**src/rtl/pwm_pkg.sv**
```systemverilog
// Shared opcode map, command field positions and limits for the custom-instruction PWM controller.
package pwm_pkg;

    typedef logic [3:0] opcode_t;

    localparam opcode_t OP_WR_ENABLE   = 4'd0;
    localparam opcode_t OP_WR_DUTY     = 4'd1;
    localparam opcode_t OP_WR_PERIOD   = 4'd2;
    localparam opcode_t OP_WR_POLARITY = 4'd3;
    localparam opcode_t OP_RD_DUTY     = 4'd4;
    localparam opcode_t OP_RD_PERIOD   = 4'd5;
    localparam opcode_t OP_RD_COUNTER  = 4'd6;
    localparam opcode_t OP_RD_STATUS   = 4'd7;
    localparam opcode_t OP_SYNC        = 4'd8;

    localparam int OPC_LSB = 0;
    localparam int OPC_MSB = 3;
    localparam int CH_LSB  = 8;
    localparam int CH_MSB  = 11;

    localparam int MIN_PERIOD = 2;

endpackage

```
**src/rtl/pwm_channel.sv**
```systemverilog
// One PWM output: double-buffered duty, compare against the shared counter, enable/polarity, registered pin.
module pwm_channel
    import pwm_pkg::*;
#(
    parameter int COUNTER_WIDTH = 21
) (
    input  logic                     clock,
    input  logic                     reset,
    input  logic                     load_shadow,
    input  logic [COUNTER_WIDTH-1:0] shadow_data,
    input  logic                     transfer,
    input  logic [COUNTER_WIDTH-1:0] counter,
    input  logic                     enable,
    input  logic                     polarity,
    output logic [COUNTER_WIDTH-1:0] duty_active,
    output logic                     pin
);

    logic [COUNTER_WIDTH-1:0] r_duty_shadow;
    logic [COUNTER_WIDTH-1:0] r_duty_active;
    logic                     r_pin;
    logic                     w_raw;

    assign w_raw = (counter < r_duty_active);

    // transfer samples the shadow before a same-edge write lands, so such a write waits a period
    always_ff @(posedge clock or posedge reset) begin
        if (reset) begin
            r_duty_shadow <= '0;
            r_duty_active <= '0;
            r_pin         <= 1'b0;
        end else begin
            if (load_shadow) r_duty_shadow <= shadow_data;
            if (transfer)    r_duty_active <= r_duty_shadow;
            r_pin <= enable ? (w_raw ^ polarity) : polarity;
        end
    end

    assign duty_active = r_duty_active;
    assign pin         = r_pin;

endmodule

```
**src/rtl/pwm_multi_channel.sv**
```systemverilog
// Multi-channel PWM on the CPU custom-instruction bus: shared period counter, per-channel duty,
// shadow registers promoted at the period wrap or on SYNC, zero-latency register readback.
module pwm_multi_channel
    import pwm_pkg::*;
#(
    parameter logic [7:0] customId       = 8'h00,
    parameter int          NR_CHANNELS    = 4,
    parameter int          COUNTER_WIDTH  = 21,
    parameter int          DEFAULT_PERIOD = 1440000
) (
    input  logic                   clock,
    input  logic                   reset,
    input  logic                   start,
    input  logic [7:0]             ciN,
    input  logic [31:0]            valueA,
    input  logic [31:0]            valueB,
    output logic [31:0]            result,
    output logic                   done,
    output logic [NR_CHANNELS-1:0] pwmPins
);

    localparam logic [COUNTER_WIDTH-1:0] RESET_PERIOD = COUNTER_WIDTH'(DEFAULT_PERIOD);
    localparam logic [COUNTER_WIDTH-1:0] PERIOD_FLOOR = COUNTER_WIDTH'(MIN_PERIOD);

    logic [COUNTER_WIDTH-1:0] r_counter;
    logic [COUNTER_WIDTH-1:0] r_period_shadow;
    logic [COUNTER_WIDTH-1:0] r_period_active;
    logic [NR_CHANNELS-1:0]   r_enable;
    logic [NR_CHANNELS-1:0]   r_polarity;

    logic                     w_hit;
    opcode_t                  w_opcode;
    logic [3:0]               w_ch;
    logic                     w_wr_duty;
    logic                     w_sync;
    logic                     w_wrap;
    logic                     w_transfer;
    logic [COUNTER_WIDTH-1:0] w_wdata;
    logic [COUNTER_WIDTH-1:0] w_period_wdata;
    logic [COUNTER_WIDTH-1:0] w_duty_active [NR_CHANNELS];
    logic [NR_CHANNELS-1:0]   w_pins;
    logic [31:0]              w_result;
    logic                     w_unused;

    assign w_hit      = start && (ciN == customId);
    assign w_opcode   = valueA[OPC_MSB:OPC_LSB];
    assign w_ch       = valueA[CH_MSB:CH_LSB];
    assign w_wdata    = valueB[COUNTER_WIDTH-1:0];
    assign w_wr_duty  = w_hit && (w_opcode == OP_WR_DUTY);
    assign w_sync     = w_hit && (w_opcode == OP_SYNC);
    assign w_wrap     = (r_counter == r_period_active - COUNTER_WIDTH'(1));
    assign w_transfer = w_sync || w_wrap;
    assign w_unused   = &{1'b0, valueA, valueB};

    // a period below 2 would make the counter wrap every cycle with no low phase
    assign w_period_wdata = (w_wdata < PERIOD_FLOOR) ? PERIOD_FLOOR : w_wdata;

    always_ff @(posedge clock or posedge reset) begin
        if (reset) begin
            r_counter       <= '0;
            r_period_shadow <= RESET_PERIOD;
            r_period_active <= RESET_PERIOD;
            r_enable        <= '0;
            r_polarity      <= '0;
        end else begin
            if (w_hit && (w_opcode == OP_WR_ENABLE))   r_enable        <= valueB[NR_CHANNELS-1:0];
            if (w_hit && (w_opcode == OP_WR_POLARITY)) r_polarity      <= valueB[NR_CHANNELS-1:0];
            if (w_hit && (w_opcode == OP_WR_PERIOD))   r_period_shadow <= w_period_wdata;
            if (w_transfer) begin
                r_counter       <= '0;
                r_period_active <= r_period_shadow;
            end else begin
                r_counter <= r_counter + COUNTER_WIDTH'(1);
            end
        end
    end

    generate
        for (genvar gi = 0; gi < NR_CHANNELS; gi++) begin : g_ch
            pwm_channel #(
                .COUNTER_WIDTH(COUNTER_WIDTH)
            ) u_channel (
                .clock       (clock),
                .reset       (reset),
                .load_shadow (w_wr_duty && (w_ch == 4'(gi))),
                .shadow_data (w_wdata),
                .transfer    (w_transfer),
                .counter     (r_counter),
                .enable      (r_enable[gi]),
                .polarity    (r_polarity[gi]),
                .duty_active (w_duty_active[gi]),
                .pin         (w_pins[gi])
            );
        end
    endgenerate

    always_comb begin
        w_result = '0;
        if (w_hit) begin
            case (w_opcode)
                OP_RD_DUTY: begin
                    for (int i = 0; i < NR_CHANNELS; i++) begin
                        if (w_ch == 4'(i)) w_result = 32'(w_duty_active[i]);
                    end
                end
                OP_RD_PERIOD:  w_result = 32'(r_period_active);
                OP_RD_COUNTER: w_result = 32'(r_counter);
                OP_RD_STATUS: begin
                    w_result[15:0]  = 16'(r_enable);
                    w_result[31:16] = 16'(r_polarity);
                end
                default: w_result = '0;
            endcase
        end
    end

    assign result  = w_result;
    assign done    = w_hit;
    assign pwmPins = w_pins;

endmodule
```
**config.mk**
```make
export PLATFORM = sky130hd
export DESIGN_NAME = pwm_multi_channel
export DESIGN_NICKNAME = d
export VERILOG_FILES = /design/src/rtl/pwm_pkg.sv /design/src/rtl/pwm_channel.sv /design/src/rtl/pwm_multi_channel.sv
export SDC_FILE = /design/constraint.sdc
export NUM_CORES = 1
export LEC_CHECK = 0
export CAP_MARGIN = 20
export CORE_ASPECT_RATIO = 1.5
export CORE_MARGIN = 1.5
export CORE_UTILIZATION = 55
export CTS_CLUSTER_DIAMETER = 120
export DETAILED_ROUTE_END_ITERATION = 8
export PLACE_DENSITY = 0.76
export SYNTH_ARGS = -nofsm -noshare
export SYNTH_HDL_FRONTEND = slang
export SYNTH_HIERARCHICAL = 1
export SYNTH_SLANG_ARGS = --single-unit
```
**constraint.sdc**
```tcl
create_clock -name clock -period 4.1 [get_ports clock]
set_clock_uncertainty 0.2 [all_clocks]
set_input_delay 0.82 -clock clock [delete_from_list [all_inputs] [get_ports clock]]
set_output_delay 0.82 -clock clock [all_outputs]
set_load 0.005 [all_outputs]
```
Yosys cells after proc, flatten, opt, wreduce, memory -nomap -nowiden. Index checks and enable logic that the tools add are counted.

Register bits: 243. Input port bits: 75. Logic and storage cells: 66.

Mux-type cells: 12. Order comparisons: 5. Bitwise operators: 4. Equality and inequality tests: 12. Reduce and logical (&&, ||, !) cells: 14. Add/subtract/negate cells: 2.

Operators by type and width (count): two-way mux 32 bit (4); case mux 32 bit (4 select lines) (1); < comparator 21 bit (4); two-way mux 21 bit (3); adder 21 x 1 -> 21 bit (second input constant) (1); equality test 21 bit (1); < comparator 21 x 2 -> 1 bit (second input constant) (1); subtractor 21 x 1 -> 21 bit (second input constant) (1); equality test 4 x 2 -> 1 bit (second input constant) (4); equality test 4 x 3 -> 1 bit (second input constant) (4); logical AND 1 bit (10); equality test 4 x 1 -> 1 bit (second input constant) (2); logical NOT 4 bit (2); logical NOT 8 bit (1); equality test 4 bit (second input constant) (1); two-way mux 1 bit (4); XOR 1 bit (4); logical OR 1 bit (1).

Longest topological paths before layout.
Depth after elaboration: 7. Mapped depth: 13.

Modules after synthesis. The synthesis kept the hierarchy.

Modules (own cells, without submodules): pwm_channel (cells each 188, sequential area each 1076.0 um^2, instances 4, area an instance 2052.0 um^2); pwm_multi_channel (cells each 523, sequential area each 1799.2 um^2, instances 1, area an instance 5056.1 um^2).

Least setup slack after synthesis. OpenSTA, ideal clock, no wires.

Kind: reg-to-reg. Start: register r_period_active[12]. End: register g_ch[0].u_channel.r_duty_active[11]. Setup time: 136 ps. Slack: 744 ps. Required time: 3764 ps. Cell stages (with the launch flop): 12. Arrival time: 3020 ps. Clock period less this slack: 3356 ps. Cell sequence: dfstp_2 > buf_6 > or4_1 > buf_2 > or3_1 > a21oi_1 > a21oi_1 > nor4_1 > nand4_1 > o21ai_0 > clkbuf_1 > o21ai_0.

Longest elaborated chain between the ends: 3.

Ends and longest elaborated chain: start, declared (RTL line pwm_multi_channel.sv:27) `logic [COUNTER_WIDTH-1:0] r_period_active;`; start signal, assigned (RTL line pwm_multi_channel.sv:71) `r_period_active <= r_period_shadow;`; subtractor 21 x 1 -> 21 bit (RTL line pwm_multi_channel.sv:51) `assign w_wrap = (r_counter == r_period_active - COUNTER_WIDTH'(1));`; equality test 21 bit (RTL line pwm_multi_channel.sv:51); logical OR 1 bit (RTL line pwm_multi_channel.sv:52) `assign w_transfer = w_sync || w_wrap;`; via w_transfer (RTL line pwm_multi_channel.sv:37) `logic w_transfer;`; end signal, assigned (RTL line pwm_channel.sv:34) `if (transfer) r_duty_active <= r_duty_shadow;`; end, declared (RTL line pwm_channel.sv:20) `logic [COUNTER_WIDTH-1:0] r_duty_active;`.

The timed path passes the listed nets, and every way through them passes these cells. A chain may end at the register's enable or synchronous reset.

Final worst setup path.
Start: input port valueA[0]. End: output port result[20].

Longest elaborated chain between the ends: 3. Elaborated cells on any way between the ends: 6. Classes of those cells: 4 x eq/ne; 2 x mux.

Ends and longest elaborated chain: start, declared (RTL line pwm_multi_channel.sv:15) `input logic [31:0] valueA,`; equality test 4 x 3 -> 1 bit (RTL line pwm_multi_channel.sv:100) `case (w_opcode)`; case mux 32 bit (4 select lines) (*) (RTL line pwm_multi_channel.sv:100); two-way mux 32 bit (*) (RTL line pwm_multi_channel.sv:99) `if (w_hit) begin`; end, declared (RTL line pwm_multi_channel.sv:17) `output logic [31:0] result,`.

Mark *: on every way between the ends. The rest lies on a longest branch, timed or not.

==> reports/results.ini <==
[logic_synthesis]
postSynthAreaPerCell_sq_um=10.4
synth_area_leaders=dfrtp_1 42%, mux2_2 12%, ha_1 7.7%
ys.flop_type=dfrtp_1
synth_cell_types=61
yosysWarningCount=6
synth_top_cell_by_area=dfrtp_1
synth-seq-area-share_pct=46.0
synthArstFlopShare_pct=100
synthCells=1275
synth_edf_count=0
post-synth-top-area-fraction_pct=42.4
synth_area_sq_um=13300
ys_ff_latch=243

[finish]
multiInputGateArea_sq_um=6520
post-route-util_pct=64.8
final_nets=1510
synthToLayoutAreaGrowth_pct=15.5
final_area_sq_um=15300
layout-drive-gt1-share_pct=20.3
n_antenna_cell=0
n_fill_cell=1882
regArea_sq_um=6100

[timing]
period_minus_slack_ns=4.01
worst_slack_ns=0.0871
worstMarginPinSlew_ns=0.803
slew_headroom_pct=46.3
fmax_mhz=249
slew_violations=0
rsz0062_at_grt=yes
hold_viol=0
hold_ws_ns=0.277
setup_viol=0
min_period_over_period_pct=97.9

[critical_path]
reg2reg_from=r_period_active[0]
reg2regPathDepth=12
cpPeakStageDelay_ns=0.53
r2r_end=g_ch[1].u_channel/duty_active[7]
crit_path_frequent_cell=buf_4
r2r_slack_ns=0.43
cpMaxStageDelayCell=clkdlybuf4s50_1
crit_fanout=8
crit_chain=clkdlybuf4s50_1 -> buf_4 -> nor2b_1 -> nor2b_1 -> buf_4 -> a222oi_1 -> buf_4 -> nor2_1 -> clkdlybuf4s50_1
worstPathRequired_ns=3.08
criticalPathCategory=in -> out
cp.arrival_ns=2.99
end_kind=output pin
start_kind=primary input

[clock_network]
cts-buffers-inserted=24
cts_tree=yes
path_clk_slew_ns=0.06
post_cts_buffers=0
cts_resized=0
cts-root-buf=clkbuf_16
clk_latency_ns=0.54
clkSinkCount=243
h-tree-depth=1
postCtsHoldBufs=0
clockBufferDepth=3

[detailed_routing]
met2_length_microns=17500
first_pass_iters=6
wl_per_cell_microns=21.5
antenna_left=0
dr_wl_met3_microns=1980
vias=10200
initialDrtViolationCount=896
drt-met1-wl_microns=14500
viasPerCell=6.05
drc=0
top_layer_used=met4
drt-total-wl_microns=36300

[placement]
dp_hpwl_microns=26400
place_ws_ns=0.0385
placement.io_buffers=65
dpl-instance-area_sq_um=14400
place_congestion=0.932

[grt]
first_global_vias=10300
grt_overflow=0
antenna_found_initial=0
grt_max_degree=50
grt_pass1_wl_microns=55800
grt_usage_pct=29.5

[pwr]
p_leak_uw=0.00707
p_total_uw=5270
ir_worst_vdd_mv=0.315
pwr_density_cell_nw_per_um2=344

[floorplan]
die-width_microns=130
design.core.area_sq_um=23700
num_rows=69
die_y_microns=193
io_pins=112
initial_core_util_pct=56.1
fp.dieArea_sq_um=25100

[run_status]
status=complete, no violations

[min_path]
hold_depth=2
holdPathEnd=g_ch[3].u_channel/duty_active[11]
hold_path_class=reg -> reg
min_from=g_ch[3].u_channel/r_duty_shadow[11]

[run]
maxCapViolCount=0

[layer usage]
layer	track usage, %	up-vias
li1	-	4639
met1	37.5	5030
met2	48.4	426
met3	2.54	119
met4	19.2	0
met5	0	-
[area by class of cell]
cell class	instances	area share, %
Clock buffer	39	4.82
Clock inverter	3	0.261
Inverter	98	2.40
Multi-Input combinational cell	874	42.5
Sequential cell	243	39.8
Tap cell	319	2.61
Timing Repair Buffer	112	7.54
[Yosys cell counts, types with 14 or more instances]
cell type    n
nand3_1     21
nand4_1     17
a21oi_1     54
dfstp_2     18
dfrtp_1    225
nor3_1      22
inv_1       98
nand2_1    127
nor2_1      66
clkbuf_1    39
ha_1        82
nor4_1      19
a211oi_1    14
nor2b_1     21
o21ai_0     36
xor2_1      20
mux2i_1     22
o21ai_1     73
xnor2_1     25
mux2_2     143
[registers in the layout, summed over array words and instances, names as in the netlist]
register,cells
r_period_shadow,21
r_period_active,21
g_ch.u_channel/duty_active,84
r_enable,4
r_counter,21
g_ch.u_channel/r_duty_shadow,84
r_polarity,4
g_ch.u_channel/pin,4
[cell families after synthesis]
group | share of synthesized area [%]
AOI/OAI and AO/OA | 10.4
xor gates and xnor gates | 2.97
adders and majority gates | 7.74
buffers and inverters | 5.52
DFF | 46.0
muxes | 14.8
other | 0.0283
and+or+nand+nor | 12.6
[placed cells by master (no fill, tap or decap), types with 12 or more instances in the layout]
cell type          n
a211oi_1          14
a21oi_1           50
a222oi_1          13
buf_12            12
buf_4             34
clkbuf_16         25
clkdlybuf4s50_1   63
dfrtp_1          225
dfstp_2           18
ha_1              82
inv_1             93
mux2_2           143
mux2i_1           22
nand2_1          127
nand3_1           21
nand4_1           17
nor2_1            64
nor2b_1           21
nor3_1            21
nor4_1            18
o21ai_0           35
o21ai_1           73
xnor2_1           25
xor2_1            20
[worst max path at each step]
stage,start,end,slack [ns],cells past startpoint
after floorplan,r_period_active[12],g_ch[0].u_channel/duty_active[11],0.74,11
after global placement,ciN[4],result[19],0.07,6
after detailed placement,ciN[4],result[19],0.04,6
after CTS,ciN[4],result[19],0.04,6
after global routing,valueA[11],result[1],-0.03,11
final,valueA[0],result[20],0.09,9
[worst max-delay path: cells and delay by family]
kind            cells  cell delay, ns
buf+inv             5            1.58
compound gates      1            0.11
simple gates        3            0.48
[power breakdown]
part,total (uW),internal [uW],switching [uW]
Combinational,574,236,338
Sequential,2500,2420,77.3
Clock,2200,1290,911
[metrics by stage]
| step | instances | setup TNS (ns) |
|---|---|---|
| 2_1_floorplan | 1285 | 0 |
| 3_3_place_gp | 1642 | 0 |
| 3_5_place_dp | 1642 | 0 |
| 4_1_cts | 1684 | 0 |
| 5_1_grt | 1688 | -0.0518 |
| 6_report | 1688 | 0 |
Note: power is estimated with default switching activity, not from simulation.
